[src/rtl/riscv_mem_pkg.sv]
// Shared RV32I memory-access definitions: funct3 codes, zero word,
// load FSM state encoding and the load legality check.
package riscv_mem_pkg;

   localparam logic [2:0]  F3_LB  = 3'd0;
   localparam logic [2:0]  F3_LH  = 3'd1;
   localparam logic [2:0]  F3_LW  = 3'd2;
   localparam logic [2:0]  F3_LBU = 3'd4;
   localparam logic [2:0]  F3_LHU = 3'd5;

   localparam logic [31:0] ZERO   = 32'h0000_0000;

   typedef enum logic [1:0] {
      LD_IDLE = 2'd0,
      LD_REQ  = 2'd1,
      LD_DONE = 2'd2
   } load_state_t;

   // True when the load cannot be issued: unknown funct3 or a
   // halfword/word access that is not naturally aligned.
   function automatic logic load_error(input logic [2:0] f3, input logic [1:0] lane);
      logic err;
      case (f3)
         F3_LB, F3_LBU: err = 1'b0;
         F3_LH, F3_LHU: err = lane[0];
         F3_LW:         err = (lane != 2'b00);
         default:       err = 1'b1;
      endcase
      return err;
   endfunction

endpackage

[src/rtl/load_align.sv]
// Selects the addressed byte/halfword from a read word and extends it
// to 32 bits according to the load type.
module load_align
   import riscv_mem_pkg::*;
(
   input  logic [31:0] word,
   input  logic [1:0]  lane,
   input  logic [2:0]  funct3,
   output logic [31:0] value
);

   logic [7:0]  byte_sel;
   logic [15:0] half_sel;

   // Lane selection followed by sign/zero extension.
   always_comb begin
      byte_sel = 8'h00;
      case (lane)
         2'd0: byte_sel = word[7:0];
         2'd1: byte_sel = word[15:8];
         2'd2: byte_sel = word[23:16];
         2'd3: byte_sel = word[31:24];
         default: byte_sel = 8'h00;
      endcase
      half_sel = lane[1] ? word[31:16] : word[15:0];

      value = ZERO;
      case (funct3)
         F3_LB:   value = {{24{byte_sel[7]}}, byte_sel};
         F3_LH:   value = {{16{half_sel[15]}}, half_sel};
         F3_LW:   value = word;
         F3_LBU:  value = {24'h000000, byte_sel};
         F3_LHU:  value = {16'h0000, half_sel};
         default: value = ZERO;
      endcase
   end

endmodule

[src/rtl/load_unit.sv]
// RV32I load unit: computes the effective address, issues one word read
// over a req/ack port, extracts/extends the result and reports it with a
// one-cycle rd_valid pulse (load_fault qualifies that pulse).
module load_unit
   import riscv_mem_pkg::*;
#(
   parameter int TIMEOUT_CYCLES = 255
)(
   input  logic        clock,
   input  logic        reset,
   input  logic        load_enable,
   input  logic [2:0]  funct3,
   input  logic [31:0] rs1_value,
   input  logic [31:0] immediate12_itype,
   output logic [31:0] mem_read_address,
   output logic        mem_read_req,
   input  logic        mem_read_ack,
   input  logic [31:0] mem_read_value,
   output logic [31:0] rd_value,
   output logic        rd_valid,
   output logic        load_fault,
   output logic        busy
);

   // Count value seen on the last REQ cycle allowed without an ack.
   localparam logic [7:0] TIMEOUT_LAST = 8'(TIMEOUT_CYCLES - 1);

   load_state_t state_reg;
   logic [2:0]  funct3_reg;
   logic [1:0]  lane_reg;
   logic [7:0]  timeout_count_reg;
   logic [31:0] result_reg;
   logic        fault_pending_reg;
   logic [31:0] ea;
   logic [31:0] aligned_value;

   assign ea = rs1_value + immediate12_itype;

   load_align u_align (
      .word   (mem_read_value),
      .lane   (lane_reg),
      .funct3 (funct3_reg),
      .value  (aligned_value)
   );

   // Load sequencing FSM with registered outputs; the result is staged in
   // result_reg and only published to rd_value on leaving DONE.
   always_ff @(posedge clock or posedge reset) begin
      if (reset) begin
         state_reg         <= LD_IDLE;
         funct3_reg        <= 3'd0;
         lane_reg          <= 2'd0;
         timeout_count_reg <= 8'd0;
         result_reg        <= ZERO;
         fault_pending_reg <= 1'b0;
         mem_read_address  <= ZERO;
         mem_read_req      <= 1'b0;
         rd_value          <= ZERO;
         rd_valid          <= 1'b0;
         load_fault        <= 1'b0;
         busy              <= 1'b0;
      end else begin
         rd_valid   <= 1'b0;
         load_fault <= 1'b0;
         case (state_reg)
            LD_IDLE: begin
               if (load_enable) begin
                  funct3_reg        <= funct3;
                  lane_reg          <= ea[1:0];
                  timeout_count_reg <= 8'd0;
                  busy              <= 1'b1;
                  if (load_error(funct3, ea[1:0])) begin
                     // Faulting loads never touch memory.
                     fault_pending_reg <= 1'b1;
                     result_reg        <= ZERO;
                     state_reg         <= LD_DONE;
                  end else begin
                     fault_pending_reg <= 1'b0;
                     mem_read_address  <= {ea[31:2], 2'b00};
                     mem_read_req      <= 1'b1;
                     state_reg         <= LD_REQ;
                  end
               end
            end
            LD_REQ: begin
               if (mem_read_ack) begin
                  result_reg   <= aligned_value;
                  mem_read_req <= 1'b0;
                  state_reg    <= LD_DONE;
               end else if (timeout_count_reg == TIMEOUT_LAST) begin
                  fault_pending_reg <= 1'b1;
                  result_reg        <= ZERO;
                  mem_read_req      <= 1'b0;
                  state_reg         <= LD_DONE;
               end else begin
                  timeout_count_reg <= timeout_count_reg + 8'd1;
               end
            end
            LD_DONE: begin
               rd_valid          <= 1'b1;
               load_fault        <= fault_pending_reg;
               rd_value          <= result_reg;
               timeout_count_reg <= 8'd0;
               busy              <= 1'b0;
               state_reg         <= LD_IDLE;
            end
            default: begin
               mem_read_req <= 1'b0;
               busy         <= 1'b0;
               state_reg    <= LD_IDLE;
            end
         endcase
      end
   end

endmodule

[config.mk]
export PLATFORM = sky130hd
export DESIGN_NAME = load_unit
export DESIGN_NICKNAME = d
export VERILOG_FILES = /design/src/rtl/riscv_mem_pkg.sv /design/src/rtl/load_align.sv /design/src/rtl/load_unit.sv
export SDC_FILE = /design/constraint.sdc
export NUM_CORES = 1
export LEC_CHECK = 0
export ABC_AREA = 1
export CAP_MARGIN = 20
export CELL_PAD_IN_SITES_DETAIL_PLACEMENT = 0
export CELL_PAD_IN_SITES_GLOBAL_PLACEMENT = 2
export CORE_MARGIN = 3
export CORE_UTILIZATION = 29
export DETAILED_ROUTE_END_ITERATION = 7
export GPL_TIMING_DRIVEN = 1
export PLACE_DENSITY_LB_ADDON = 0.1
export SLEW_MARGIN = 20
export SYNTH_ARGS = -nofsm -noshare
export SYNTH_HDL_FRONTEND = slang
export SYNTH_SLANG_ARGS = --single-unit
export TNS_END_PERCENT = 100
[constraint.sdc]
create_clock -name clock -period 5.6 [get_ports clock]
set_clock_uncertainty 0.05 [all_clocks]
set_input_delay 0.56 -clock clock [delete_from_list [all_inputs] [get_ports clock]]
set_output_delay 0.56 -clock clock [all_outputs]
set_load 0.01 [all_outputs]
==> results of run 1 <==
==> synth_stat cells, drive strengths merged, types with 2 or more instances <==
cell type | count | area share [%]
buf | 13 | 1.1
nand4 | 5 | 0.59
nor3 | 3 | 0.20
o31ai | 4 | 0.41
nand3b | 2 | 0.20
nor2 | 57 | 3.1
nand3 | 69 | 4.7
xnor2 | 14 | 1.7
ha | 33 | 5.6
o21bai | 2 | 0.20
o21ai | 65 | 4.4
a21oi | 27 | 2.0
dfrtp | 114 | 39
inv | 176 | 8.9
or2 | 2 | 0.17
nand2 | 479 | 24
xor2 | 4 | 0.47
clkbuf | 13 | 0.66
o211ai | 12 | 1.2
o22ai | 6 | 0.51
==> worst max-delay path: stages <==
cell and delay (ps):
clkdlybuf4s50_1 470, ha_1 210, fa_1 420, inv_1 80, nand3_1 70, o21ai_0 140, inv_1 110, nor2_4 460
inv_2 480, a21oi_1 230, o21ai_0 100, nand2_1 60
==> cells by family after synthesis <==
logic type	Yosys count	share of synthesized area [%]
and+or+nand+nor	618	33.51
DFF	114	38.59
adders and majority gates	34	5.857
other	1	0.05073
AOI/OAI and AO/OA	120	9.140
buffers and inverters	203	10.71
xor gates and xnor gates	18	2.133
==> cell type report <==
cell class                      count  area (um2)  area share [%]
Clock buffer                       17       425.4           4.259
Clock inverter                     15       158.9           1.591
Inverter                          177       666.9           6.676
Multi-Input combinational cell    792        3754           37.58
Sequential cell                   114        2853           28.56
Tap cell                          324       405.4           4.058
Timing Repair Buffer              173        1727           17.28
==> routing by layer <==
layer  up-vias  wire length (um)  track usage, %
met5         -                 0               0
met4         0               242           4.087
met3        17               738           2.598
met2       138             11570           30.18
met1      3228             10670           22.09
li1       3766                 -               -
==> through the flow <==
step | setup WS (ps) | power, mW | area [um2] | cells
floorplan | 1974 | 2.446 | 7396 | 1109
global placement | 2058 | 3.331 | 9390 | 1579
detailed placement | 2012 | 3.333 | 9390 | 1579
CTS | 2444 | 4.459 | 9975 | 1611
global route | 2152 | 4.742 | 9990 | 1612
finish | 2503 | 4.380 | 9990 | 1612
==> worst max path at each step <==
stage / slack [ps] / from / depth (start not counted) / endpoint
finish: 2500 / rs1_value[0] / 12 / mem_read_address[3]
global route: 2150 / rs1_value[0] / 12 / mem_read_address[4]
CTS: 2440 / rs1_value[0] / 12 / mem_read_address[3]
detailed placement: 2010 / rs1_value[0] / 12 / mem_read_address[4]
global placement: 2060 / rs1_value[0] / 12 / mem_read_address[4]
floorplan: 1970 / reset / 1 / busy
==> power breakdown <==
group	leakage, nW	total (mW)	internal (mW)	switching (mW)
Combinational	3.48	1.89	0.822	1.07
Clock	0.280	1.10	0.632	0.463
Sequential	1.51	1.39	1.18	0.216
==> cells in the final DEF, fill, tap and decap left out, types with 6 or more instances in the layout <==
master	instances
o211ai_1	12
inv_1	169
nand2_1	475
inv_6	7
xnor2_1	14
clkbuf_16	17
nand3_1	69
dfrtp_1	114
clkdlybuf4s50_1	168
ha_1	33
o21ai_1	7
o22ai_1	6
nor2_1	53
inv_2	6
o21ai_0	58
a21oi_1	26
==> reports/metrics.csv, run 1 <==
stage;metric;value;unit
outcome;status;complete, no violations;
floorplanning;number of placement rows;57;
sta;worst hold margin;417.6;ps
clock_tree;Post-CTS Setup Repair Bufs;0;
sta;relative slew slack;39.78;%
clock_tree;clk_lat worst skew;410;ps
worst_setup_path;FF-to-FF Start;state_reg[1];
logic_synthesis;Synth Flop Type;dfrtp_1;
sta;Fmax;322.9;MHz
routing;# DRC;0;
routing;Pre-Repair DR Iteration Count;4;
pwr;Lkg Pwr;5.270;nW
min_path;hold_sp;rd_value[28];
logic_synthesis;number of synthesized flops with an enable pin;0;
sta;Tightest Pin Transition;902.4;ps
logic_synthesis;Post-Syn Instances;1108;
global_routing;vias in the first global route;7070;
global_routing;pin count of the biggest net entering global routing;48;
cells_and_area;Area Growth Syn to Fin;35.14;%
logic_synthesis;synth warn;0;
global_routing;first-pass GRT wire length;37.90;mm
worst_setup_path;internal reg-to-reg setup slack;3100;ps
pwr;PwrDens;438.4;nW/um2
cells_and_area;number of diodes;0;
worst_setup_path;reg-to-reg endpoint;mem_read_req;
logic_synthesis;Seq/Total Area, Yosys;38.59;%
global_routing;GRT overflow;0;
logic_synthesis;Synth cell types;38;
clock_tree;Clk pin slew, worst setup/hold paths;60;ps
cells_and_area;share of cells above drive strength 1;4.425;%
cells_and_area;Nets;1412;
routing;DR vias;7149;
logic_synthesis;Syn Area/Cell;6.672;um2
worst_setup_path;reg2reg path depth;7;
floorplanning;number of I/O pins;171;
floorplanning;Initial Util;29.96;%
global_routing;initial antenna violation count;0;
clock_tree;Post-CTS Hold Fix Bufs;0;
min_path;hold-critical path depth;2;
sta;Final Hold Fails;0;
clock_tree;cts repair resizes;0;
routing;vias per inst;4.435;
routing;Total Wirelength;23.22;mm
clock_tree;clock sink count;114;
sta;RSZ-0062 raised after global routing;no;
floorplanning;Placeable Area;24680;um2
floorplanning;DIE AREA;27440;um2
worst_setup_path;crit path max fanout;45;
worst_setup_path;critical path type;in2reg;
sta;fin crit period;3097;ps
floorplanning;die width;165.7;um
place;GP Congestion;0.8646;
min_path;Hold Path Class;reg2reg;
clock_tree;CTS tree;built;
floorplanning;die height;165.7;um
pwr;VDD IR-drop max;165.3;uV
worst_setup_path;WP data arrival;3390;ps
sta;Final Cycle Share;55.31;%
routing;starting DRC count in detailed routing;372;
sta;total negative slack;0;ps
worst_setup_path;Worst setup EP type;flip-flop;
run;Max-Cap Viols;0;
worst_setup_path;Setup crit start kind;input port;
clock_tree;Clock Path Buffers;2;
sta;final setup violation count;0;
clock_tree;H-tree levels;4;
clock_tree;CTS buffer count;17;
worst_setup_path;data required time of the worst path;5890;ps
cells_and_area;Filler cells;2696;
logic_synthesis;Yosys reg bits;114;
min_path;hold endpoint;rd_value[28];
clock_tree;CTS Root Cell;clkbuf_16;
cells_and_area;final core utilization;40.48;%
sta;Max Transition Viols Final;0;
logic_synthesis;post-synthesis cell area;7392;um2
routing;DR WL/cell;14.40;um
routing;antenna violation net count after detailed routing;0;
global_routing;global-route usage over all layers;17.10;%
place;Post-DP HPWL;18.07;mm
place;port buffer count;168;
logic_synthesis;asr flop ratio synth;100.0;%
Note: power is estimated with default switching activity, not from simulation.
==> run 2: changes to the inputs <==
--- a/config.mk
+++ b/config.mk
@@ -10,7 +10,7 @@
 export CELL_PAD_IN_SITES_DETAIL_PLACEMENT = 0
 export CELL_PAD_IN_SITES_GLOBAL_PLACEMENT = 2
 export CORE_MARGIN = 3
-export CORE_UTILIZATION = 29
+export CORE_UTILIZATION = 27
 export DETAILED_ROUTE_END_ITERATION = 7
 export GPL_TIMING_DRIVEN = 1
 export PLACE_DENSITY_LB_ADDON = 0.1
==> constraint.sdc (replaced) <==
create_clock -name clock -period 3 [get_ports clock]
set_clock_uncertainty 0.05 [all_clocks]
set_input_delay 0.3 -clock clock [delete_from_list [all_inputs] [get_ports clock]]
set_output_delay 0.3 -clock clock [all_outputs]
set_load 0.01 [all_outputs]
==> run 2 against run 1 <==
  * Highest routed layer unchanged
  * Design area rose by 0.44%
  * Sequential power is 87% higher
  * Sequential share of layout area decreased by 0.12 points
  * Setup slack got worse by 1900 ps
  * Cell count is 0.87% higher
  * Register-to-register slack got worse by 2100 ps
  * Total power grew 87%
  * Routed wire length up 3.9%
==> reports/metrics.csv, run 2 (synthesis gave the netlist of run 1 again) <==
stage;metric;value;unit
worst_setup_path;WP data arrival;2570;ps
cells_and_area;number of diodes;0;
clock_tree;CTS tree;built;
run;Max-Cap Viols;0;
worst_setup_path;Buffers & Inverters on Critical Path;4;
routing;vias per inst;4.391;
sta;total negative slack;0;ps
place;port buffer count;168;
clock_tree;CTS buffer count;17;
global_routing;global-route usage over all layers;16.72;%
pwr;PwrDens;817.9;nW/um2
sta;Tightest Pin Transition;773.1;ps
clock_tree;CTS Root Cell;clkbuf_16;
worst_setup_path;crit-path cells;clkdlybuf4s50_1 > ha_1 > fa_1 > inv_1 > nand3_1 > o21ai_0 > inv_1 > nor2_4 > inv_2 > o21ai_0;
floorplanning;Initial Util;27.89;%
floorplanning;DIE AREA;29400;um2
pwr;Lkg Pwr;5.281;nW
global_routing;GRT overflow;0;
global_routing;first-pass GRT wire length;38.17;mm
place;Post-DP HPWL;18.70;mm
global_routing;initial antenna violation count;0;
pwr;net switching power;3.194;mW
sta;relative slew slack;48.38;%
cells_and_area;Nets;1416;
worst_setup_path;data required time of the worst path;3210;ps
global_routing;vias in the first global route;7188;
routing;DR vias;7139;
pwr;power share of the clock group;24.8;%
pwr;sequential share of power;31.6;%
cells_and_area;most frequent cells in the layout;nand2_1, inv_1, clkdlybuf4s50_1;
place;dpl ws;126.7;ps
place;GP Congestion;0.8450;
sta;setup ws final;636.9;ps
routing;Pre-Repair DR Iteration Count;6;
min_path;Hold Path Class;in2async;
cells_and_area;Filler cells;2904;
clock_tree;H-tree levels;4;
clock_tree;clk_lat worst skew;410;ps
sta;Max Transition Viols Final;0;
cells_and_area;share of cells above drive strength 1;4.493;%
pwr;combinational share of power;43.6;%
routing;# DRC;0;
cells_and_area;Area Growth Syn to Fin;35.73;%
place;Cells after DPL;1595;
clock_tree;Clock Path Buffers;2;
routing;DR WL/cell;14.83;um
sta;Final Hold Fails;0;
sta;Fmax;423.2;MHz
sta;fin crit period;2363;ps
floorplanning;Placeable Area;26500;um2
clock_tree;Clk pin slew, worst setup/hold paths;70;ps
worst_setup_path;Setup crit start kind;input port;
sta;final setup violation count;0;
cells_and_area;commonest non-fill, non-tap cell in the layout;nand2_1;
worst_setup_path;crit path max fanout;45;
floorplanning;die height;171.5;um
clock_tree;clock sink count;114;
worst_setup_path;Worst setup EP type;flip-flop;
pwr;VDD IR-drop max;330.7;uV
worst_setup_path;critical path type;in2reg;
floorplanning;number of placement rows;59;
worst_setup_path;critical path's top delay family;buffers and inverters;
pwr;Int Pwr;5.012;mW
cells_and_area;final core utilization;37.86;%
floorplanning;die width;171.5;um
cells_and_area;final cell count without fillers;1626;
global_routing;pin count of the biggest net entering global routing;115;
routing;antenna violation net count after detailed routing;0;
outcome;status;complete, no violations;
routing;starting DRC count in detailed routing;341;
floorplanning;number of I/O pins;171;
pwr;Switching Share;38.92;%
worst_setup_path;Largest stage delay, worst path;570;ps
clock_tree;Post-CTS Hold Fix Bufs;0;
clock_tree;Post-CTS Setup Repair Bufs;0;
routing;Total Wirelength;24.12;mm
sta;RSZ-0062 raised after global routing;no;
clock_tree;cts repair resizes;0;
worst_setup_path;CP max stage cell;inv_2;
sta;Final Cycle Share;78.77;%
==> run 2: changes by cell type in the layout (fill, tap and decap cells not counted) <==
cell,change
buf_4,+4
buf_12,+1
inv_8,-4
buf_8,-1
clkinv_2,+1
inv_4,-1
clkinvlp_4,+1
bufinv_16,+1
inv_6,-5
clkinv_4,+3
clkbuf_1,+2
clkbuf_8,+1
==> run 2: path summary, 6_finish.rpt <==
check / end / slack [ps] / cells after the start / start
max: mem_read_address[5] / 640 / 10 / rs1_value[0]
min: rd_value[13] / 370 / 3 / reset
max reg2reg: result_reg[21] / 1020 / 8 / funct3_reg[1]
min reg2reg: rd_value[18] / 420 / 2 / rd_value[18]
max in group asynchronous: mem_read_address[26] / 2020 / 3 / reset
min in group clock: rd_value[18] / 420 / 2 / rd_value[18]
==> run 2: metal layers <==
metal / vias to the layer above / share of wire [%] / GRT usage, %
met3: 12 / 3.8 / 2.850
met1: 3225 / 45 / 20.97
met5: - / 0 / 0
met2: 139 / 51 / 30.48
met4: 0 / 0.61 / 2.939
li1: 3763 / - / -
==> run 2: worst reg2reg max path, cell delays in order, from the launching register on <==
cell and delay (ps):
dfrtp_1 410, inv_1 170, nor2_1 60, nand2_1 260, clkinv_1 480, nand2_1 200
nand3_1 100, nand2_1 100, nand2_1 60
==> run 2: area by class of cell <==
class / instances / area, um2 / share of cell area (%)
clock buffer: 20 / 446.7 / 4.452
clock inverter: 11 / 131.4 / 1.309
inverter: 177 / 668.1 / 6.659
multi-input combinational: 792 / 3754 / 37.41
sequential: 114 / 2853 / 28.43
tap: 335 / 419.2 / 4.178
timing repair buffer: 177 / 1762 / 17.56
==> run 2: power by group through the flow <==
stage          sequential [mW]  combinational, mW  clock [mW]
2_1_floorplan             2.73               1.84           0
3_3_place_gp              2.63               3.66           0
3_5_place_dp              2.62               3.67           0
4_1_cts                   2.61               3.68        2.10
5_1_grt                   2.69               4.06        2.16
6_report                  2.60               3.57        2.03
==> run 2: through the flow <==
stage	hold slack, ps	power, mW	instance area, um2
floorplan	392.2	4.567	7400
global placement	403.2	6.284	9455
detailed placement	407.7	6.294	9455
CTS	413.5	8.388	10030
global route	431.8	8.906	10030
finish	367.9	8.206	10030
==> run 3: changes to the inputs <==
--- a/config.mk
+++ b/config.mk
@@ -10,7 +10,7 @@
 export CELL_PAD_IN_SITES_DETAIL_PLACEMENT = 0
 export CELL_PAD_IN_SITES_GLOBAL_PLACEMENT = 2
 export CORE_MARGIN = 3
-export CORE_UTILIZATION = 27
+export CORE_UTILIZATION = 25
 export DETAILED_ROUTE_END_ITERATION = 7
 export GPL_TIMING_DRIVEN = 1
 export PLACE_DENSITY_LB_ADDON = 0.1
==> constraint.sdc (replaced) <==
create_clock -name clock -period 2.1 [get_ports clock]
set_clock_uncertainty 0.05 [all_clocks]
set_input_delay 0.21 -clock clock [delete_from_list [all_inputs] [get_ports clock]]
set_output_delay 0.21 -clock clock [all_outputs]
set_load 0.01 [all_outputs]
==> run 3 against run 2 <==
  * Sequential power grew 42%
  * Count of clock-buffer cells in the layout shrank 2
  * Via count grew 3.1%
==> reports/metrics.csv, run 3 (synthesis gave the netlist of run 1 again) <==
stage;metric;value;unit
global_routing;first-pass GRT wire length;39.02;mm
sta;Final Hold Fails;0;
floorplanning;die height;178.0;um
cells_and_area;Nets;1477;
sta;final setup violation count;0;
worst_setup_path;Largest stage delay, worst path;460;ps
routing;DR WL/cell;14.31;um
worst_setup_path;reg-to-reg endpoint;result_reg[3];
global_routing;vias in the first global route;7420;
cells_and_area;Filler cells;3090;
floorplanning;Placeable Area;28940;um2
floorplanning;DIE AREA;31670;um2
routing;# DRC;0;
clock_tree;CTS buffer count;17;
worst_setup_path;critical path's top delay family;buffers and inverters;
clock_tree;Clk pin slew, worst setup/hold paths;60;ps
worst_setup_path;reg2reg path depth;10;
worst_setup_path;FF-to-FF Start;state_reg[1];
sta;RSZ-0062 raised after global routing;no;
worst_setup_path;CP max stage cell;clkdlybuf4s50_1;
routing;Pre-Repair DR Iteration Count;4;
cells_and_area;share of cells above drive strength 1;9.460;%
worst_setup_path;critical path type;in2reg;
sta;Final Cycle Share;92.28;%
sta;relative slew slack;63.92;%
outcome;status;complete, no violations;
min_path;Hold Path Class;in2async;
clock_tree;Clock Path Buffers;2;
worst_setup_path;internal reg-to-reg setup slack;340;ps
clock_tree;H-tree levels;4;
global_routing;pin count of the biggest net entering global routing;79;
global_routing;initial antenna violation count;0;
clock_tree;CTS tree;built;
sta;fin crit period;1938;ps
floorplanning;number of placement rows;62;
pwr;PwrDens;1154;nW/um2
clock_tree;CTS Root Cell;clkbuf_16;
global_routing;global-route usage over all layers;15.90;%
floorplanning;Initial Util;25.55;%
sta;Max Transition Viols Final;0;
worst_setup_path;Setup crit end;result_reg[14];
floorplanning;die width;178.0;um
cells_and_area;number of diodes;0;
worst_setup_path;Setup crit start;rs1_value[0];
routing;Total Wirelength;24.85;mm
global_routing;GRT overflow;0;
sta;Tightest Pin Transition;541.2;ps
cells_and_area;Area Growth Syn to Fin;44.60;%
worst_setup_path;crit path max fanout;7;
worst_setup_path;WP data arrival;2220;ps
pwr;Pwr Total;12.33;mW
cells_and_area;most frequent cells in the layout;nand2_1, inv_1, clkdlybuf4s50_1;
worst_setup_path;data required time of the worst path;2380;ps
worst_setup_path;Setup crit start kind;input port;
routing;vias per inst;4.239;
pwr;VDD IR-drop max;525.8;uV
place;GP Congestion;0.7965;
worst_setup_path;Buffers & Inverters on Critical Path;5;
routing;starting DRC count in detailed routing;341;
place;Post-DP HPWL;19.52;mm
floorplanning;number of I/O pins;171;
routing;antenna violation net count after detailed routing;0;
pwr;Lkg Pwr;5.626;nW
clock_tree;clk_lat worst skew;410;ps
place;port buffer count;168;
clock_tree;clock sink count;114;
run;Max-Cap Viols;0;
sta;Fmax;516.0;MHz
routing;DR vias;7363;
cells_and_area;commonest non-fill, non-tap cell in the layout;nand2_1;
clock_tree;Post-CTS Hold Fix Bufs;0;
worst_setup_path;Worst setup EP type;flip-flop;
worst_setup_path;stages on the worst setup path;12;
place;dpl ws;-454.9;ps
sta;setup ws final;162.1;ps
worst_setup_path;crit-path cells;clkdlybuf4s50_1 > ha_2 > fa_1 > inv_1 > nand3_1 > o21ai_2 > inv_2 > nand2_2 > a21oi_4 > buf_12 > clkbuf_16 > o21ai_0;
## run 3: worst min path at each step
stage | start | endpoint | slack, ps | cells after the start
final | reset | result_reg[14] | 200 | 3
after floorplan | mem_read_value[16] | result_reg[0] | 320 | 2
after global placement | rd_value[28] | rd_value[28] | 400 | 2
after CTS | reset | result_reg[10] | 240 | 3
after detailed placement | rd_value[18] | rd_value[18] | 410 | 2
after global routing | reset | result_reg[14] | 230 | 3
## run 3: per-stage QoR
step	util, %	setup TNS (ps)	cells	hold WS (ps)	instance area, um2
2_1_floorplan	-	0	1109	317.3	7400
3_3_place_gp	34.55	-21970	1703	404.7	9997
3_5_place_dp	34.55	-24270	1703	407.9	9997
4_1_cts	36.69	-33.70	1735	244.1	10620
5_1_grt	36.94	0	1737	231.9	10690
6_report	36.94	0	1737	196.9	10690
## run 3: worst register-to-register path: cells and delay by family, from the launching register on
kind / cells / cell delay (ps)
AND/OR/NAND/NOR: 4 / 460
flip-flops: 1 / 420
AO/OA/AOI/OAI: 2 / 200
buffers and inverters: 4 / 510
## run 3: layout make-up
type / count / area [um2] / area share, %
flip-flops and latches: 114 / 2853 / 26.69
inverters: 177 / 675.6 / 6.321
clock inverters: 14 / 178.9 / 1.674
repair buffers: 238 / 2295 / 21.47
well taps: 384 / 480.5 / 4.495
clock buffers: 18 / 439.2 / 4.109
multi-input cells: 792 / 3767 / 35.25
## run 3: timing repair
item,CTS,global route
hold endpoints to repair,0,0
pin swaps,0,2
gates resized for setup,0,15
endpoints found under the setup margin,7,57
setup buffers,0,1
gates cloned,0,1
## run 3: report_power, final
part / internal [mW] / switching [mW] / total [mW] / leakage, nW
sequential: 3.14 / 0.557 / 3.70 / 1.51
combinational: 2.56 / 2.97 / 5.53 / 3.82
clock: 1.92 / 1.18 / 3.10 / 0.294
## run 3: layer usage
| metal | GRT usage, % | part of all wire, % | vias up |
|---|---|---|---|
| met1 | 19.23 | 44 | 3320 |
| met4 | 3.043 | 0.92 | 0 |
| met2 | 29.51 | 51 | 143 |
| met3 | 2.760 | 4.4 | 14 |
| met5 | 0 | 0 | - |
| li1 | - | - | 3886 |
